<file path="config.mk">
export PLATFORM = sky130hd
export DESIGN_NAME = encoder16_seq_flat
export DESIGN_NICKNAME = d
export VERILOG_FILES = /design/src/rtl/encoder16_seq_if.sv /design/src/rtl/encoder16_seq.sv /design/src/flat_wrapper.sv
export SDC_FILE = /design/constraint.sdc
export NUM_CORES = 1
export LEC_CHECK = 0
export ABC_AREA = 1
export CORE_MARGIN = 4
export CORE_UTILIZATION = 45
export CTS_CLUSTER_DIAMETER = 60
export DETAILED_ROUTE_END_ITERATION = 10
export PLACE_DENSITY = 0.69
export SETUP_SLACK_MARGIN = 0.5
export SKIP_CTS_REPAIR_TIMING = 1
export SYNTH_ARGS = -nofsm -noshare
export SYNTH_HDL_FRONTEND = slang
export SYNTH_SLANG_ARGS = --single-unit
</file>
<file path="constraint.sdc">
create_clock -name clk -period 2.05 [get_ports clk]
set_input_delay 0.5125 -clock clk [delete_from_list [all_inputs] [get_ports clk]]
set_output_delay 0.5125 -clock clk [all_outputs]
set_load 0.01 [all_outputs]
</file>
<file path="src/rtl/encoder16_seq_if.sv">
// ---------------------------------------------------------------------------
// encoder16_seq_if
// Handshake bundle for encoder16_seq.
//   in_valid / in_ready / in_y           : 16-line vector input stream
//   out_valid / out_ready / out_a        : binary index output stream
//   out_last / out_zero / onehot_err     : per-beat side information
// Modports:
//   slave  : the encoder (consumes vectors, produces indices)
//   master : the environment (produces vectors, consumes indices)
// ---------------------------------------------------------------------------
interface encoder16_seq_if;
  logic        in_valid;
  logic        in_ready;
  logic [15:0] in_y;
  logic        out_valid;
  logic        out_ready;
  logic [3:0]  out_a;
  logic        out_last;
  logic        out_zero;
  logic        onehot_err;

  modport slave (
    input  in_valid, in_y, out_ready,
    output in_ready, out_valid, out_a, out_last, out_zero, onehot_err
  );

  modport master (
    output in_valid, in_y, out_ready,
    input  in_ready, out_valid, out_a, out_last, out_zero, onehot_err
  );
endinterface

</file>
<file path="src/rtl/encoder16_seq.sv">
// ---------------------------------------------------------------------------
// encoder16_seq
// Sequential 16-to-4 encoder. Captures a 16-bit line vector and emits the
// binary index of every set line, lowest first, one index per output beat.
// An all-zero vector produces a single beat flagged with out_zero.
//
// Ports:
//   clk      : rising-edge clock
//   reset_n  : asynchronous active-low reset
//   bus      : encoder16_seq_if.slave
//              in_valid/in_ready/in_y          vector capture handshake
//              out_valid/out_ready/out_a       index stream
//              out_last   final beat of the current vector
//              out_zero   captured vector was all-zero
//              onehot_err captured vector had two or more bits set
//
// Optional feature macro: ENCODER16_ONEHOT_CHECK_EN
//   defined   : onehot_err reports multi-hot vectors for every beat
//   undefined : onehot_err is tied low
//
// All outputs come straight from flops; their next values are derived from
// the next-state values so that beats appear the cycle after capture.
// ---------------------------------------------------------------------------
module encoder16_seq (
  input  logic            clk,
  input  logic            reset_n,
  encoder16_seq_if.slave  bus
);

  typedef enum logic {IDLE, EMIT} state_t;

  // Index of the lowest set bit; 0 for an empty vector.
  function automatic logic [3:0] lowest_idx(input logic [15:0] v);
    logic [3:0] idx;
    idx = 4'd0;
    for (int i = 15; i >= 0; i--) begin
      if (v[i]) idx = 4'(i);
    end
    return idx;
  endfunction

  // True when at most one bit of v is set.
  function automatic logic at_most_one(input logic [15:0] v);
    return (v & (v - 16'd1)) == 16'd0;
  endfunction

  state_t      state_q, state_d;
  logic [15:0] pend_q, pend_d;
  logic        zflag_q, zflag_d;
  logic        in_ready_q, in_ready_d;
  logic        out_valid_q, out_valid_d;
  logic [3:0]  out_a_q, out_a_d;
  logic        out_last_q, out_last_d;
  logic        out_zero_q, out_zero_d;
  logic        emit_d;
`ifdef ENCODER16_ONEHOT_CHECK_EN
  logic        errflag_q, errflag_d;
  logic        onehot_err_q, onehot_err_d;
`endif

  always_comb begin
    state_d = state_q;
    pend_d  = pend_q;
    zflag_d = zflag_q;
`ifdef ENCODER16_ONEHOT_CHECK_EN
    errflag_d = errflag_q;
`endif

    unique case (state_q)
      IDLE: begin
        // in_ready is high throughout IDLE, so in_valid alone captures.
        if (bus.in_valid) begin
          pend_d  = bus.in_y;
          zflag_d = (bus.in_y == 16'd0);
`ifdef ENCODER16_ONEHOT_CHECK_EN
          errflag_d = !at_most_one(bus.in_y);
`endif
          state_d = EMIT;
        end
      end
      EMIT: begin
        if (bus.out_ready) begin
          pend_d = pend_q & (pend_q - 16'd1);
          if (out_last_q) begin
            state_d = IDLE;
            pend_d  = 16'd0;
            zflag_d = 1'b0;
`ifdef ENCODER16_ONEHOT_CHECK_EN
            errflag_d = 1'b0;
`endif
          end
        end
      end
      default: state_d = IDLE;
    endcase

    // Output flops are loaded from next-state values so they are valid in
    // the cycle right after capture and after each accepted beat.
    emit_d      = (state_d == EMIT);
    in_ready_d  = !emit_d;
    out_valid_d = emit_d;
    out_a_d     = (emit_d && !zflag_d) ? lowest_idx(pend_d) : 4'd0;
    out_last_d  = emit_d && (zflag_d || at_most_one(pend_d));
    out_zero_d  = emit_d && zflag_d;
`ifdef ENCODER16_ONEHOT_CHECK_EN
    onehot_err_d = emit_d && errflag_d;
`endif
  end

  always_ff @(posedge clk or negedge reset_n) begin
    if (!reset_n) begin
      state_q     <= IDLE;
      pend_q      <= 16'd0;
      zflag_q     <= 1'b0;
      in_ready_q  <= 1'b1;
      out_valid_q <= 1'b0;
      out_a_q     <= 4'd0;
      out_last_q  <= 1'b0;
      out_zero_q  <= 1'b0;
`ifdef ENCODER16_ONEHOT_CHECK_EN
      errflag_q    <= 1'b0;
      onehot_err_q <= 1'b0;
`endif
    end else begin
      state_q     <= state_d;
      pend_q      <= pend_d;
      zflag_q     <= zflag_d;
      in_ready_q  <= in_ready_d;
      out_valid_q <= out_valid_d;
      out_a_q     <= out_a_d;
      out_last_q  <= out_last_d;
      out_zero_q  <= out_zero_d;
`ifdef ENCODER16_ONEHOT_CHECK_EN
      errflag_q    <= errflag_d;
      onehot_err_q <= onehot_err_d;
`endif
    end
  end

  assign bus.in_ready  = in_ready_q;
  assign bus.out_valid = out_valid_q;
  assign bus.out_a     = out_a_q;
  assign bus.out_last  = out_last_q;
  assign bus.out_zero  = out_zero_q;
`ifdef ENCODER16_ONEHOT_CHECK_EN
  assign bus.onehot_err = onehot_err_q;
`else
  assign bus.onehot_err = 1'b0;
`endif

endmodule

</file>
<file path="src/flat_wrapper.sv">
// flat-port wrapper written by rule: the top's interface ports become plain ports
module encoder16_seq_flat 
  (clk, reset_n, bus_in_valid, bus_in_y, bus_out_ready, bus_in_ready, bus_out_valid, bus_out_a, bus_out_last, bus_out_zero, bus_onehot_err);
  encoder16_seq_if bus_i ();
  input  logic clk;
  input  logic reset_n;
  input wire logic [$bits(bus_i.in_valid)-1:0] bus_in_valid;
  input wire logic [$bits(bus_i.in_y)-1:0] bus_in_y;
  input wire logic [$bits(bus_i.out_ready)-1:0] bus_out_ready;
  output wire logic [$bits(bus_i.in_ready)-1:0] bus_in_ready;
  output wire logic [$bits(bus_i.out_valid)-1:0] bus_out_valid;
  output wire logic [$bits(bus_i.out_a)-1:0] bus_out_a;
  output wire logic [$bits(bus_i.out_last)-1:0] bus_out_last;
  output wire logic [$bits(bus_i.out_zero)-1:0] bus_out_zero;
  output wire logic [$bits(bus_i.onehot_err)-1:0] bus_onehot_err;
  assign bus_i.in_valid = bus_in_valid;
  assign bus_i.in_y = bus_in_y;
  assign bus_i.out_ready = bus_out_ready;
  assign bus_in_ready = bus_i.in_ready;
  assign bus_out_valid = bus_i.out_valid;
  assign bus_out_a = bus_i.out_a;
  assign bus_out_last = bus_i.out_last;
  assign bus_out_zero = bus_i.out_zero;
  assign bus_onehot_err = bus_i.onehot_err;
  encoder16_seq u_core (.clk(clk), .reset_n(reset_n), .bus(bus_i));
endmodule
</file>
# Word level (Yosys, flattened, before mapping)
# Index checks and enable logic that the tools add are counted.
[classes] n_bitwise=3 reduce_logical=8 n_mux=29 add_sub_neg=2
[ops] operator="4-bit 2-to-1 mux" count=17
[ops] operator="16-bit 2-to-1 mux" count=3
[ops] operator="16-bit bitwise AND" count=2
[ops] operator="16-bit zero test" count=2
[ops] operator="16-bit one-hot mux with 2 select lines" count=1
[ops] operator="16-bit by 1-bit subtractor with 16-bit output (second input constant)" count=2
[ops] operator="1-bit 2-to-1 mux" count=6
[ops] operator="1-bit one-hot mux with 2 select lines" count=2
[ops] operator="1-bit logical AND" count=3
[ops] operator="1-bit zero test" count=2
[ops] operator="1-bit logical OR" count=1
[ops] operator="1-bit NOT" count=1
[totals] regBits=25 elab_cells=49 in_bits=20 out_inout_bits=9

# Logic depth before layout (Yosys ltp)
# Gate-level depths: netlist of run 1.
[depth] word_depth=22 mapped_depth=21 mapped_depth_nobuf=21

# Least setup slack after synthesis of run 1
# Ideal clock, no wire load.
[synth_path] path_kind="input port to flip-flop" start="input port bus_out_ready" end="register u_core.out_last_q, in the netlist u_core.bus.out_last" setup_ns=0.065 n_path_buf=0 cell_stages=16 t_arrival_ns=1.803 required_time_ns=1.985 setup_slack_ns=0.182 cell_sequence="inv_2 -> nor2_4 -> nand2_1 -> nor2_1 -> nand2_1 -> nand3_1 -> nand2_2 -> nor2_2 -> inv_1 -> nor3_1 -> nand2_1 -> o21ai_1 -> nand2_1 -> nor2_1 -> nand3_1 -> nand2_1"
[synth_via] elab_chain_cells=7 elab_cells_between_ends=11 cone_classes="add/sub: 1; mux: 6; bitwise: 1; reduce/logical: 3"
[synth_lines] item="from (decl)" line_no="flat_wrapper.sv:9" source="input wire logic [$bits(bus_i.out_ready)-1:0] bus_out_ready;"
[synth_lines] item="16-bit 2-to-1 mux (*)" line_no="encoder16_seq.sv:82" source="if (bus.out_ready) begin"
[synth_lines] item="16-bit one-hot mux with 2 select lines (*)" line_no="encoder16_seq.sv:69" source="unique case (state_q)"
[synth_lines] item="named net u_core.pend_d[7]" line_no="encoder16_seq.sv:48" source="logic [15:0] pend_q, pend_d;"
[synth_lines] item="16-bit by 1-bit subtractor with 16-bit output" line_no="encoder16_seq.sv:44" source="return (v & (v - 16'd1)) == 16'd0;"
[synth_lines] item="16-bit bitwise AND (*)" line_no="encoder16_seq.sv:44"
[synth_lines] item="16-bit zero test (*)" line_no="encoder16_seq.sv:44"
[synth_lines] item="1-bit logical OR (*)" line_no="encoder16_seq.sv:103" source="out_last_d = emit_d && (zflag_d || at_most_one(pend_d));"
[synth_lines] item="1-bit logical AND (*)" line_no="encoder16_seq.sv:103"
[synth_lines] item="named net u_core.out_last_d" line_no="encoder16_seq.sv:53" source="logic out_last_q, out_last_d;"
[synth_lines] item="to (signal assigned)" line_no="encoder16_seq.sv:131" source="out_last_q <= out_last_d;"
[synth_lines] item="to (decl)" line_no="encoder16_seq.sv:53"
# Mark *: on every way through the listed nets, which the timed path passes. The rest lies on a longest branch.

# Final worst setup path of run 1
[layout_path] start="register u_core.pend_q[1]" end="register u_core.out_last_q, in the netlist u_core.bus.out_last"
[layout_via] elab_chain_cells=10 elab_cells_between_ends=11 cone_classes="add/sub: 2; mux: 4; bitwise: 2; reduce/logical: 3"
[layout_lines] item="from (decl)" line_no="encoder16_seq.sv:48"
[layout_lines] item="from (signal assigned)" line_no="encoder16_seq.sv:126" source="pend_q <= pend_d;"
[layout_lines] item="16-bit by 1-bit subtractor with 16-bit output (*)" line_no="encoder16_seq.sv:83" source="pend_d = pend_q & (pend_q - 16'd1);"
[layout_lines] item="16-bit bitwise AND (*)" line_no="encoder16_seq.sv:83"
[layout_lines] item="16-bit 2-to-1 mux (*)" line_no="encoder16_seq.sv:84" source="if (out_last_q) begin"
[layout_lines] item="16-bit 2-to-1 mux (*)" line_no="encoder16_seq.sv:82"
[layout_lines] item="16-bit one-hot mux with 2 select lines (*)" line_no="encoder16_seq.sv:69"
[layout_lines] item="named net u_core.pend_d[5]" line_no="encoder16_seq.sv:48"
[layout_lines] item="16-bit by 1-bit subtractor with 16-bit output" line_no="encoder16_seq.sv:44"
[layout_lines] item="16-bit bitwise AND (*)" line_no="encoder16_seq.sv:44"
[layout_lines] item="16-bit zero test (*)" line_no="encoder16_seq.sv:44"
[layout_lines] item="1-bit logical OR (*)" line_no="encoder16_seq.sv:103"
[layout_lines] item="1-bit logical AND (*)" line_no="encoder16_seq.sv:103"
[layout_lines] item="named net u_core.out_last_d" line_no="encoder16_seq.sv:53"
# Marks and branches as above.

==> flow_metrics.env, run 1 <==
export IMPL_final_area_um2=2750
export IMPL_die_area_um2=4890
export IMPL_r2r_start="u_core.pend_q[1]"
export IMPL_chipHeight_um=69.9
export IMPL_timing_max_transition_violations_final=0
export IMPL_worst_setup_hold_path_clk_slew_ns=0.08
export IMPL_totalWireLength_mm=5.45
export IMPL_yosys_warnings=0
export IMPL_synth_largest_type_area_fraction_pct=34.8
export IMPL_groute_usage_overall_pct=20.9
export IMPL_ys_seq_area_share_pct=36.3
export IMPL_hpwlAfterDp_mm=4.34
export IMPL_global_route_overflow_total=0
export IMPL_final_period_utilization_pct=102
export IMPL_crit_path_max_fanout=5
export IMPL_setup_repair_after_global_routing_missed_its_margin="yes"
export IMPL_worstPathRequired_ns=2.26
export IMPL_cp_endpoint="u_core.bus.out_last"
export IMPL_h_tree_depth=1
export IMPL_layout_common_cells="49 x nand2_1, 49 x buf_4, 37 x inv_1"
export IMPL_grt_max_degree=26
export IMPL_powerDensity_nw_per_um2=1580
export IMPL_cts_tree="built"
export IMPL_avgSynthCellArea_um2=7.07
export IMPL_drt_drc_violations_left=0
export IMPL_layout_cells_non_filler=374
export IMPL_final_antenna_net_count=0
export IMPL_violations="negative setup slack"
export IMPL_ys_types=34
export IMPL_grt_antenna_before_repair=0
export IMPL_detailroute_via_count=1902
export IMPL_timing_reg2reg_setup_slack_ns=-0.04
export IMPL_first_iter_violations=132
export IMPL_post_route_cells_drive_above_1_share_pct=41.4
export IMPL_cts_path_max_buffers=2
export IMPL_r2r_cells=12
export IMPL_i_o_pin_count=29
export IMPL_hold_viol_final=0
export IMPL_yosys_top_cells_area="dfrtp_1 35%, nand2_1 13%, inv_1 9.1%, nor2_1 6.3%, nand3_1 3.5%"
export IMPL_floorplan_initialDensity_pct=46.8
export IMPL_power_ir_vdd_worst_v=0.00129
export IMPL_synth_nets=264
export IMPL_clkLatencyLatePin_ns=0.26
export IMPL_firstDrtPassIters=4
export IMPL_crit_path_dat_ns=2.30
export IMPL_clock_skew_final_ns=0.00350
export IMPL_fmax_mhz=478
export IMPL_setup_worst_path_class="flop to flop"
export IMPL_placed_cells=358
export IMPL_rr_endpoint="u_core.bus.out_last"
export IMPL_antennaDiodeCount=0
export IMPL_clock_sinks=25
export IMPL_via_count_of_the_first_global_routing_pass=1735
export IMPL_timing_max_cap_violations=0
export IMPL_yosysTopAreaCell="dfrtp_1"
export IMPL_io_buffers=27
export IMPL_fin_crit_ns=2.09
export IMPL_setup_worst_path_end_class="flop"
export IMPL_synth_seq_cells=25
export IMPL_syn_cell_area_um2=1730
export IMPL_worst_setup_sp_type="flop"
export IMPL_clockRootBuffer="clkbuf_8"
export IMPL_cellLeakagePower_nw=1.63
export IMPL_cts_buffers_inserted=3
export IMPL_grt_first_pass_wirelength_mm=8.12
export IMPL_post_synth_inst_count=244
export IMPL_gpl_final_weighted_congestion=0.933
export IMPL_critical_path_startpoint="u_core.pend_q[1]"
export IMPL_final_critical_path_setup_slack_ns=-0.0413
export IMPL_dieWidth_um=69.9
export IMPL_timing_final_setup_violations=3
export IMPL_floorplan_core_area_um2=3690
export IMPL_fin_nets=347
export IMPL_outcome="finished, violations left"
export IMPL_hold_path_class="input pin to async pin"
export IMPL_area_delta_synth_final_pct=59.3
export IMPL_routed_length_per_instance_um=14.6
export IMPL_postPlaceCellArea_um2=2420
export IMPL_row_count=22
export IMPL_dr_vias_cell=5.09
[worst min path at each step]
| stage | from | end | slack (ns) | cells past startpoint |
|---|---|---|---|---|
| finish | reset_n | u_core.bus.out_a[0] | 0.60 | 2 |
| global route | reset_n | u_core.bus.out_a[1] | 0.63 | 2 |
| CTS | reset_n | u_core.pend_q[9] | 0.60 | 2 |
| detailed placement | u_core.zflag_q | u_core.zflag_q | 0.58 | 3 |
| global placement | u_core.zflag_q | u_core.zflag_q | 0.57 | 3 |
| floorplan | reset_n | u_core.bus.out_a[0] | 0.22 | 0 |
[cell families after synthesis]
logic type / share of synthesized area (%)
AND/OR/NAND/NOR: 36.5
buffers and inverters: 10.6
AO/OA/AOI/OAI: 16.4
flip-flops: 36.3
other: 0.217
[report_power, final]
| group | switching (mW) | internal [mW] |
|---|---|---|
| clock network | 0.147 | 0.136 |
| logic | 1.77 | 1.44 |
| registers | 0.164 | 0.685 |
| total | 2.08 | 2.26 |
[layout make-up]
cell class | count | area [um^2]
multi-input cells | 172 | 1100
flip-flops and latches | 25 | 628
clock inverters | 1 | 5.00
fillers | 273 | 940
repair buffers | 79 | 728
inverters | 46 | 188
well taps | 48 | 60.1
clock buffers | 3 | 41.3
[sequential cells by signal, indices dropped and copies added (netlist names)]
| name | count |
|---|---|
| u_core.bus.out_a | 4 |
| u_core.bus.out_zero | 1 |
| u_core.state_q | 1 |
| u_core.pend_q | 16 |
| u_core.bus.in_ready | 1 |
| u_core.bus.out_last | 1 |
| u_core.zflag_q | 1 |
[synth_stat cells]
cell type,count
a21oi_1,11
a21oi_2,1
a21oi_4,1
a22oi_1,1
a22oi_4,1
a31oi_1,1
a31oi_2,3
buf_4,1
conb_1,1
dfrtp_1,24
dfstp_2,1
inv_1,42
inv_2,3
inv_4,1
nand2_1,58
nand2_2,7
nand2_4,2
nand3_1,12
nand4_1,3
nand4_2,1
nor2_1,29
nor2_2,5
nor2_4,3
nor3_1,6
nor4_1,4
o211ai_1,2
o211ai_2,1
o21ai_0,4
o21ai_1,4
o21ai_2,5
o22ai_1,1
o22ai_2,1
or2_0,1
or2_2,3
[through the flow]
step / setup TNS [ns] / worst slack [ns] / power [mW] / utilization, % / hold WS (ns)
global route: -0.476 / -0.172 / 4.69 / 74.5 / 0.628
global placement: -3.22 / -0.659 / 3.57 / 65.5 / 0.574
floorplan: 0 / 0.240 / 2.53 / - / 0.217
CTS: -1.64 / -0.423 / 3.89 / 66.8 / 0.601
detailed placement: -3.46 / -0.689 / 3.60 / 65.5 / 0.580
finish: -0.0496 / -0.0413 / 4.35 / 74.5 / 0.599
[layer usage]
layer	track usage, %	vias up	wire length (um)
met1	26.6	893	2270
li1	-	938	-
met5	0	-	0
met3	1.73	14	239
met2	35.8	57	2770
met4	9.79	0	174
[critical path: stages, from the launching register on]
cell and delay [ns]:
dfrtp_1 0.43, nor2_4 0.19, buf_4 0.14, nand4_2 0.13, o211ai_2 0.20, o21ai_4 0.12, nor2_4 0.11, nand2_2 0.08
nor2_4 0.15, nand4_1 0.13, a21oi_1 0.19, nand3_1 0.10, nand2_1 0.06
No activity file was read; power rests on OpenSTA's default activity.
==> inputs of run 2 (changes only) <==
--- a/config.mk
+++ b/config.mk
@@ -10,7 +10,7 @@
 export CORE_UTILIZATION = 45
 export CTS_CLUSTER_DIAMETER = 60
 export DETAILED_ROUTE_END_ITERATION = 10
-export PLACE_DENSITY = 0.69
+export PLACE_DENSITY_LB_ADDON = 0.2
 export SETUP_SLACK_MARGIN = 0.5
 export SKIP_CTS_REPAIR_TIMING = 1
 export SYNTH_ARGS = -nofsm -noshare
==> run 2 against run 1 <==
Effect of this change:
- the flow still finishes with violations (negative setup slack)
- maximum frequency down 6.8%
- clock-buffer cell count is 1 higher
- hold slack worse by 0.0051 ns
- total power increased by 4.8%
- sequential power shrank 2%
- cell area up 0.59%
- clock skew about the same
- core utilization grew 0.44 points
- non-clock buffer count shrank 1
- die area did not move
- largest cell class unchanged
==> flow_metrics.env, run 2 (synthesized netlist as in run 1, its figures left out) <==
export IMPL_outcome="finished, violations left"
export IMPL_violations="negative setup slack"
export IMPL_final_antenna_net_count=0
export IMPL_cpMaxStageDelayCell="dfrtp_1"
export IMPL_first_iter_violations=128
export IMPL_clockRootBuffer="clkbuf_8"
export IMPL_chipHeight_um=69.9
export IMPL_detailroute_via_count=1930
export IMPL_layout_core_utilization_pct=75.0
export IMPL_totalPowerFinal_mw=4.56
export IMPL_hold_path_startpoint="u_core.zflag_q"
export IMPL_firstDrtPassIters=4
export IMPL_hold_viol_final=0
export IMPL_grt_max_degree=26
export IMPL_setup_worst_path_class="flop to flop"
export IMPL_final_period_utilization_pct=109
export IMPL_critical_path_cell_by_cell="nor2_4 > nand2_2 > nor2_4 > nand2_2 > inv_2 > nand2_1 > a31oi_4 > nand2_2 > nor3_2 > nand2_1 > o21ai_1 > nand2_1 > nor2_1 > nand3_1 > nand2_2"
export IMPL_layout_common_cells="45 x nand2_1, 45 x buf_4, 33 x inv_1"
export IMPL_worstPathRequired_ns=2.25
export IMPL_powerDensity_nw_per_um2=1650
export IMPL_power_share_sequential_pct=18.3
export IMPL_fmax_mhz=446
export IMPL_largest_register_ff_count=16
export IMPL_critical_path_startpoint="u_core.pend_q[1]"
export IMPL_global_route_overflow_total=0
export IMPL_power_internal_mw=2.37
export IMPL_final_area_um2=2770
export IMPL_timing_critical_path_slowest_cell_delay_ns=0.42
export IMPL_final_critical_path_setup_slack_ns=-0.193
export IMPL_io_buffers=27
export IMPL_r2r_start="u_core.pend_q[1]"
export IMPL_switching_power_mw=2.19
export IMPL_setup_worst_path_end_class="flop"
export IMPL_fin_crit_ns=2.24
export IMPL_critical_path_n_buffers_inverters=1
export IMPL_critical_path_most_common_cell="nand2_2"
export IMPL_clock_skew_final_ns=0.00331
export IMPL_grt_antenna_before_repair=0
export IMPL_clock_sinks=25
export IMPL_drt_drc_violations_left=0
export IMPL_area_delta_synth_final_pct=60.3
export IMPL_worst_setup_sp_type="flop"
export IMPL_floorplan_initialDensity_pct=46.8
export IMPL_timing_max_cap_violations=0
export IMPL_fin_nets=346
export IMPL_grt_first_pass_wirelength_mm=8.16
export IMPL_cts_buffers_inserted=3
export IMPL_die_area_um2=4890
export IMPL_post_route_cells_drive_above_1_share_pct=43.1
export IMPL_routed_length_per_instance_um=14.8
export IMPL_timing_max_transition_violations_final=0
export IMPL_timing_final_setup_violations=3
export IMPL_gpl_final_weighted_congestion=0.936
export IMPL_power_ir_vdd_worst_v=0.00101
export IMPL_groute_usage_overall_pct=20.8
export IMPL_gate_family_responsible_for_the_most_delay_along_the_worst_path="simple AND/OR/NAND/NOR gates"
export IMPL_worst_setup_hold_path_clk_slew_ns=0.08
export IMPL_postPlaceCellArea_um2=2410
export IMPL_fillerInstances=284
export IMPL_floorplan_core_area_um2=3690
export IMPL_clock_power_share_pct=6.3
export IMPL_setup_repair_after_global_routing_missed_its_margin="yes"
export IMPL_dr_vias_cell=5.17
export IMPL_dieWidth_um=69.9
export IMPL_hpwlAfterDp_mm=4.19
export IMPL_antennaDiodeCount=0
export IMPL_cellLeakagePower_nw=1.54
export IMPL_combinationalPowerShare_pct=75.4
export IMPL_crit_path_max_fanout=5
export IMPL_top_register="u_core.pend_q"
export IMPL_row_count=22
export IMPL_via_count_of_the_first_global_routing_pass=1782
export IMPL_power_share_switching_pct=48.0
export IMPL_i_o_pin_count=29
export IMPL_cts_tree="built"
export IMPL_hold_path_class="flop to flop"
export IMPL_cts_path_max_buffers=2
export IMPL_clkLatencyLatePin_ns=0.26
export IMPL_crit_path_dat_ns=2.44
export IMPL_totalWireLength_mm=5.53
export IMPL_h_tree_depth=1
[run 2: cell types whose count changed in the layout (fill, tap and decap cells not counted), moves of 3 or more]
cell | before | now
clkdlybuf4s50_1 | 2 | 12
dlymetal6s2s_1 | 23 | 13
buf_4 | 49 | 45
inv_1 | 37 | 33
nand2_1 | 49 | 45
inv_2 | 7 | 10
nand2_2 | 16 | 19
[run 2: per-layer routing]
layer / GRT usage (%) / vias to the layer above / routed length, um
li1: - / 934 / -
met1: 29.0 / 924 / 2390
met2: 33.1 / 62 / 2770
met3: 1.73 / 10 / 255
met4: 9.15 / 0 / 122
met5: 0 / - / 0
[run 2: final timing paths]
kind	to	slack, ns	cells past startpoint
max reg2reg	u_core.bus.out_last	-0.19	15
max	u_core.bus.out_last	-0.19	15
min	u_core.zflag_q	0.59	3
min in group asynchronous	u_core.bus.out_a[1]	0.61	2
min reg2reg	u_core.zflag_q	0.59	3
max in group asynchronous	u_core.bus.in_ready	1.15	2
[run 2: power by group through the flow]
stage               Sequential (mW)  Clock [mW]  Combinational [mW]
floorplan                     0.845           0                1.69
global placement              0.827           0                2.77
detailed placement            0.833           0                2.80
CTS                           0.821       0.292                2.81
global route                  0.858       0.308                3.74
finish                        0.833       0.287                3.44
[run 2: area by class of cell]
cell class | instances | area [um^2] | area share [%]
multi-input cells | 172 | 1120 | 40.6
repair buffers | 78 | 719 | 26.0
inverters | 46 | 190 | 6.88
flip-flops and latches | 25 | 628 | 22.7
clock buffers | 4 | 45.0 | 1.63
well taps | 48 | 60.1 | 2.17
[run 2: through the flow]
step	cells	setup TNS, ns	setup WS (ns)	hold WS (ns)
floorplan	244	0	0.240	0.217
global placement	355	-3.41	-0.748	0.562
detailed placement	355	-3.57	-0.736	0.579
CTS	359	-1.57	-0.471	0.601
global route	373	-0.931	-0.346	0.616
finish	373	-0.330	-0.193	0.594
[run 2: worst min-delay path, cell delays in order (launching register included)]
cell     delay (ns)
dfrtp_1        0.33
nand2_1        0.06
nand2_2        0.08
buf_6          0.10
